### config.mk
export PLATFORM = sky130hd
export DESIGN_NAME = u_ifu_fetch_queue_flat
export DESIGN_NICKNAME = d
export VERILOG_FILES = /design/src/rtl/u_ifu_fetch_queue_if.sv /design/src/rtl/u_ifu_fetch_queue.sv /design/src/flat_wrapper.sv
export SDC_FILE = /design/constraint.sdc
export NUM_CORES = 1
export LEC_CHECK = 0
export BUFFER_PORTS_ARGS = -buffer_cell sky130_fd_sc_hd__buf_2
export CORE_AREA = 5 5 162 195
export DETAILED_ROUTE_END_ITERATION = 8
export DIE_AREA = 0 0 167 200
export PLACE_DENSITY = 0.8
export SYNTH_ARGS = -nofsm -noshare
export SYNTH_HDL_FRONTEND = slang
export SYNTH_SLANG_ARGS = --single-unit
### constraint.sdc
create_clock -name clk -period 3.9 [get_ports clk]
set_input_delay 0.39 -clock clk [delete_from_list [all_inputs] [get_ports clk]]
set_output_delay 0.39 -clock clk [all_outputs]
set_load 0.05 [all_outputs]
### src/rtl/u_ifu_fetch_queue_if.sv
// rtl/u_ifu_fetch_queue_if.sv - fetch packet in / instruction out handshake bundle
interface u_ifu_fetch_queue_if #(
    parameter int DEPTH      = 4,
    parameter int PC_WIDTH   = 32,
    parameter int INST_WIDTH = 32
);
    localparam int CW = $clog2(DEPTH + 1);

    logic                  fq_in_valid;
    logic                  fq_in_ready;
    logic [PC_WIDTH-1:0]   fq_in_pc;
    logic [INST_WIDTH-1:0] fq_in_inst0;
    logic [INST_WIDTH-1:0] fq_in_inst1;
    logic                  fq_in_unalign;
    logic                  bru_flush;
    logic                  fq_out_valid;
    logic                  fq_out_ready;
    logic [PC_WIDTH-1:0]   fq_out_pc;
    logic [INST_WIDTH-1:0] fq_out_inst;
    logic                  fq_out_unalign;
    logic [CW-1:0]         fq_count;

    modport master (
        output fq_in_valid, fq_in_pc, fq_in_inst0, fq_in_inst1, fq_in_unalign,
        output bru_flush, fq_out_ready,
        input  fq_in_ready, fq_out_valid, fq_out_pc, fq_out_inst, fq_out_unalign, fq_count
    );

    modport slave (
        input  fq_in_valid, fq_in_pc, fq_in_inst0, fq_in_inst1, fq_in_unalign,
        input  bru_flush, fq_out_ready,
        output fq_in_ready, fq_out_valid, fq_out_pc, fq_out_inst, fq_out_unalign, fq_count
    );
endinterface

### src/rtl/u_ifu_fetch_queue.sv
// rtl/u_ifu_fetch_queue.sv - fetch packet queue feeding decode one instruction per cycle
module u_ifu_fetch_queue #(
    parameter int DEPTH      = 4,
    parameter int PC_WIDTH   = 32,
    parameter int INST_WIDTH = 32
) (
    input  logic               clk,
    input  logic               rst,
    u_ifu_fetch_queue_if.slave fq
);
    localparam int AW = $clog2(DEPTH);
    localparam int CW = $clog2(DEPTH + 1);

    logic [PC_WIDTH-1:0]   mem_pc    [DEPTH];
    logic [INST_WIDTH-1:0] mem_inst0 [DEPTH];
    logic [INST_WIDTH-1:0] mem_inst1 [DEPTH];
    logic                  mem_ua    [DEPTH];

    logic [AW-1:0] rd_ptr;
    logic [AW-1:0] wr_ptr;
    logic [CW-1:0] count;
    logic          slot_sel;

    logic out_valid;
    logic push;
    logic consume;
    logic pop;

    assign fq.fq_in_ready = (count != CW'(DEPTH));
    assign out_valid      = (count != '0);
    assign fq.fq_out_valid = out_valid;
    assign fq.fq_count     = count;

    assign push    = fq.fq_in_valid & fq.fq_in_ready & ~fq.bru_flush;
    assign consume = out_valid & fq.fq_out_ready & ~fq.bru_flush;
    // Unaligned packets retire after slot 0; their second word is never decoded.
    assign pop     = consume & (slot_sel | mem_ua[rd_ptr]);

    always_ff @(posedge clk) begin
        if (push) begin
            mem_pc[wr_ptr]    <= fq.fq_in_pc;
            mem_inst0[wr_ptr] <= fq.fq_in_inst0;
            mem_inst1[wr_ptr] <= fq.fq_in_inst1;
            mem_ua[wr_ptr]    <= fq.fq_in_unalign;
        end
    end

    always_ff @(posedge clk) begin
        if (rst || fq.bru_flush) begin
            rd_ptr   <= '0;
            wr_ptr   <= '0;
            count    <= '0;
            slot_sel <= 1'b0;
        end else begin
            if (push) begin
                wr_ptr <= wr_ptr + AW'(1);
            end
            if (pop) begin
                rd_ptr <= rd_ptr + AW'(1);
            end
            count <= count + CW'(push) - CW'(pop);
            if (consume) begin
                slot_sel <= ~pop;
            end
        end
    end

    always_comb begin
        fq.fq_out_pc      = '0;
        fq.fq_out_inst    = '0;
        fq.fq_out_unalign = 1'b0;
        if (out_valid) begin
            fq.fq_out_unalign = mem_ua[rd_ptr];
            if (slot_sel) begin
                fq.fq_out_pc   = mem_pc[rd_ptr] + PC_WIDTH'(4);
                fq.fq_out_inst = mem_inst1[rd_ptr];
            end else begin
                fq.fq_out_pc   = mem_pc[rd_ptr];
                fq.fq_out_inst = mem_inst0[rd_ptr];
            end
        end
    end
endmodule

### src/flat_wrapper.sv
// flat-port wrapper written by rule: the top's interface ports become plain ports
module u_ifu_fetch_queue_flat 
#(
    parameter int DEPTH      = 4,
    parameter int PC_WIDTH   = 32,
    parameter int INST_WIDTH = 32
)
  (clk, rst, fq_fq_in_valid, fq_fq_in_pc, fq_fq_in_inst0, fq_fq_in_inst1, fq_fq_in_unalign, fq_bru_flush, fq_fq_out_ready, fq_fq_in_ready, fq_fq_out_valid, fq_fq_out_pc, fq_fq_out_inst, fq_fq_out_unalign, fq_fq_count);
  u_ifu_fetch_queue_if #(.DEPTH(DEPTH), .PC_WIDTH(PC_WIDTH), .INST_WIDTH(INST_WIDTH)) fq_i ();
  input  logic clk;
  input  logic rst;
  input wire logic [$bits(fq_i.fq_in_valid)-1:0] fq_fq_in_valid;
  input wire logic [$bits(fq_i.fq_in_pc)-1:0] fq_fq_in_pc;
  input wire logic [$bits(fq_i.fq_in_inst0)-1:0] fq_fq_in_inst0;
  input wire logic [$bits(fq_i.fq_in_inst1)-1:0] fq_fq_in_inst1;
  input wire logic [$bits(fq_i.fq_in_unalign)-1:0] fq_fq_in_unalign;
  input wire logic [$bits(fq_i.bru_flush)-1:0] fq_bru_flush;
  input wire logic [$bits(fq_i.fq_out_ready)-1:0] fq_fq_out_ready;
  output wire logic [$bits(fq_i.fq_in_ready)-1:0] fq_fq_in_ready;
  output wire logic [$bits(fq_i.fq_out_valid)-1:0] fq_fq_out_valid;
  output wire logic [$bits(fq_i.fq_out_pc)-1:0] fq_fq_out_pc;
  output wire logic [$bits(fq_i.fq_out_inst)-1:0] fq_fq_out_inst;
  output wire logic [$bits(fq_i.fq_out_unalign)-1:0] fq_fq_out_unalign;
  output wire logic [$bits(fq_i.fq_count)-1:0] fq_fq_count;
  assign fq_i.fq_in_valid = fq_fq_in_valid;
  assign fq_i.fq_in_pc = fq_fq_in_pc;
  assign fq_i.fq_in_inst0 = fq_fq_in_inst0;
  assign fq_i.fq_in_inst1 = fq_fq_in_inst1;
  assign fq_i.fq_in_unalign = fq_fq_in_unalign;
  assign fq_i.bru_flush = fq_bru_flush;
  assign fq_i.fq_out_ready = fq_fq_out_ready;
  assign fq_fq_in_ready = fq_i.fq_in_ready;
  assign fq_fq_out_valid = fq_i.fq_out_valid;
  assign fq_fq_out_pc = fq_i.fq_out_pc;
  assign fq_fq_out_inst = fq_i.fq_out_inst;
  assign fq_fq_out_unalign = fq_i.fq_out_unalign;
  assign fq_fq_count = fq_i.fq_count;
  u_ifu_fetch_queue #(.DEPTH(DEPTH), .PC_WIDTH(PC_WIDTH), .INST_WIDTH(INST_WIDTH)) u_core (.clk(clk), .rst(rst), .fq(fq_i));
endmodule
==> results.md <==
* Status: complete, no violations
* Clock Power Share at around two fifths
* Total power at roughly 8.9 mW
* DR vias at 8023
* Switching share of power at 20.4%
* Worst path most repeated cell: a21oi_2
* Root Buffer Master: clkbuf_16
* CP max stage cell: dfxtp_4
* Final Hold Violating Endpoints at 0
* CP max FO at 11
* DP Cell Count at 1329
* Slew Viols, Final at 0
* Synth Net Count at 895
* Worst Setup End Kind: output port
* Die Wd at 167 um
* Commonest cells post-synth: edfxtp_1 (388), mux4_2 (85), nor2_1 (62)
* EDFF count, synth at 388
* DR WL/cell at 22.2 um
* Synth area leaders: edfxtp_1 (73%), mux4_2 (12%), mux2i_1 (2.4%)
* Hold Crit Start: fq_fq_in_inst1[23]
* Final Skew at between 0.015 and 0.02 ns
* Hold endpoint: u_core.mem_inst1[2][23]$_DFFE_PP_
* Max-cap violation count at 0
* Vias per cell at ~5.7
* Final setup viols at 0
* Post-synthesis sequential element count at between 300 and 400
* Crit path cell chain: mux2_2 > nor2_1 > a21oi_2 > ha_1 > and2_1 > and4_1 > nand4_1 > buf_4 > or3_1 > a21oi_2 > clkbuf_4
* HPWL after DPL at 19.1 mm
* Worst Hold Depth at 1
* Drt first-iter violations at 681
* Clk_lat worst skew at 0.54 ns
* Slew @ Worst Pin at ~0.84 ns
* Mean Syn Cell Area at 20.3 sq um
* Final worst path period share at between 90% and 100%
* Final wirelength at around 31 mm
* WP data arrival at between 3 and 4 ns
* Max clock buf depth at 3
* Final nets at ~1.1k
* Fin cells at ~1.4k
* Util after Layout at a little over three fifths
* Clock-pin transition on the worst setup and hold timing paths at around 0.06 ns
* # port buffers at approximately 170
* Fmax at about 270 MHz
* GRT Residual Overflow at 0
* Yosys Warn Count at 0
* Seq pwr share at about 54%
* # IOs at 172
* Reg2reg path depth at 11
* Initial antenna violation count at 7
* Psw at around 1.8 mW
* Synth Cell Area at about 0.016 sq mm
* Comb pwr share at roughly 5.1%
* Critical path data required time at 3.51 ns
* CP max stage delay at around 0.4 ns
* Sequential cell area fraction in the yosys report at 74.5%
* GP Congestion at roughly 0.91
* Die area at roughly 0.033 sq mm
* Pre-Repair DR Iteration Count at 5
* Synth-to-Final Area Change at 16.8%
* Rel. slew slack at 43.8%
* Post-route ant nets at 0
* Yosys top cell by area: edfxtp_1
* VDD IR max at between 0.4 and 0.5 mV
* Synth Instances at about 800
* Worst reg2reg path endpoint: u_core.fq.fq_count[2]$_SDFF_PP0_
* Startpoint types: flop
* Static Leak at 6.13 nW
* Pwr/cell area at between 400 and 500 mW/mm^2
* CTS tree: built
* Cell row count at between 60 and 70
* Clock period minus worst slack at approximately 3.7 ns
* RSZ-0062 raised after global routing: no
* GRT Overall Usage at 18.7%
* Core area at 0.0294 sq mm
* Worst reg-to-reg setup slack at ~0.95 ns
* # H-tree levels at 2
* P_int at a little over 7 mW
* First-pass GRT wire length at 48.2 mm
* Ys async rst share at 0%
* Vias in the first global route at approximately 8.6k
* # fillers at between 2k and 2.5k
* Layout cells sized above 1 at between 30% and 40%
* TritonCTS buffer count at 39
* Count leader, synth: edfxtp_1
* Clock Sinks at approximately 400
* Die Ht at 200 um
* Largest net degree at the start of global routing at 66
* Hold WC Path Type: in2reg
* # DRC at 0
* Synth cell types at 48
* Critical path class: reg2out
* Top_reg_cell synth: edfxtp_1
* Final setup TNS at 0 ns
* Post-synth top area share at 73.3%
* Initial Utilization at 54.0%
==> kinds of logic (layout without fill, tap and decap cells) <==
| logic type | Yosys count | in the layout | synth area share, % |
|---|---|---|---|
| other | 0 | 3 | 0 |
| AO/OA/AOI/OAI | 33 | 33 | 1.31 |
| AND/OR/NAND/NOR | 147 | 147 | 4.66 |
| multiplexers | 135 | 135 | 16.3 |
| flip-flops | 398 | 398 | 74.5 |
| buffers and inverters | 48 | 277 | 1.64 |
| adder cells (fa/ha/maj) | 8 | 8 | 0.677 |
| XOR/XNOR | 16 | 16 | 0.881 |
==> worst max-delay path by stage <==
stage / start / endpoint / slack (ns) / cells past startpoint
floorplan: flop / fq_fq_out_pc[20] / 0.04 / 15
global placement: flop / fq_fq_out_inst[0] / 0.50 / 6
detailed placement: flop / fq_fq_out_inst[27] / 0.48 / 6
CTS: flop / fq_fq_out_pc[18] / 0.06 / 11
global route: flop / fq_fq_out_pc[18] / 0.02 / 11
finish: flop / fq_fq_out_pc[18] / 0.20 / 11
==> cell type report <==
type                            instances  area (sq um)  share of cell area (%)
Antenna cell                            3          7.51                  0.0404
Clock buffer                           49          1010                    5.45
Clock inverter                         23           248                    1.33
Inverter                               12          45.0                   0.242
Multi-Input combinational cell        339          3820                    20.5
Sequential cell                       398         11900                    63.8
Tap cell                              390           488                    2.63
Timing Repair Buffer                  193          1100                    5.94
==> layer usage <==
layer,vias to the layer above,share of wire (%),global-route usage [%]
li1,3624,-,-
met1,4062,40,23.9
met2,270,51,32.5
met3,59,6.2,4.39
met4,8,2.1,5.88
met5,-,0.16,0
==> state kept, by name, indices dropped and copies added, names as in the netlist, named ones only <==
signal,cells
u_core.mem_inst0,128
u_core.mem_inst1,128
u_core.mem_pc,128
u_core.mem_ua,4
u_core.fq.fq_count,3
u_core.rd_ptr,2
u_core.wr_ptr,2
u_core.slot_sel,1
==> power by group through the flow <==
stage                     registers (mW)  clock network [mW]  logic, mW
after floorplan                     4.88                   0      0.274
after global placement              4.87                   0      0.441
after CTS                           4.79                3.77      0.455
after detailed placement            4.88                   0      0.453
after global routing                4.79                3.95      0.488
final                               4.79                3.69      0.452
==> layout by cell type (no fill, tap or decap), types with 4 or more instances in the layout <==
| cell | instances |
|---|---|
| edfxtp_1 | 388 |
| buf_2 | 167 |
| mux4_2 | 88 |
| nor2_1 | 61 |
| clkbuf_16 | 39 |
| mux2i_1 | 38 |
| nand2_1 | 23 |
| buf_4 | 14 |
| inv_1 | 12 |
| xnor2_1 | 10 |
| clkbuf_1 | 10 |
| a21oi_1 | 9 |
| nand3_1 | 9 |
| clkinv_1 | 9 |
| mux4_1 | 8 |
| nand4_1 | 8 |
| nor4_1 | 7 |
| ha_1 | 7 |
| dfxtp_1 | 7 |
| o21ai_0 | 6 |
| xor2_1 | 6 |
| a21oi_2 | 5 |
| and2_1 | 5 |
| or2_2 | 5 |
| or3_1 | 5 |
| bufinv_16 | 5 |
| o31ai_1 | 4 |
| and2_4 | 4 |
| clkbuf_4 | 4 |
| buf_12 | 4 |
==> stage by stage <==
step / worst slack [ns] / instance area, sq um / hold slack [ns]
floorplan: 0.0434 / 15900 / 0.469
global placement: 0.498 / 17300 / 0.499
detailed placement: 0.478 / 17300 / 0.506
CTS: 0.0575 / 18600 / 0.0352
global route: 0.0162 / 18600 / 0.0453
finish: 0.195 / 18600 / 0.0657
==> critical path, delay by kind of cell, from the launching register on <==
kind,cells,cell delay [ns]
AO/OA/AOI/OAI,2,0.31
adder cells (fa/ha/maj),1,0.16
buffers and inverters,2,0.48
flip-flops,1,0.40
multiplexers,1,0.28
AND/OR/NAND/NOR,5,1.15
==> repair_timing <==
item / 4_1_cts / 5_1_grt
pin swaps: 0 / 1
buffers inserted: 1 / 2
gates resized for setup: 2 / 11
endpoints found under the setup margin: 21 / 6
endpoints found under the hold margin: 0 / 0
hold buffers: 0 / 0
(Power assumes the default switching activity.)
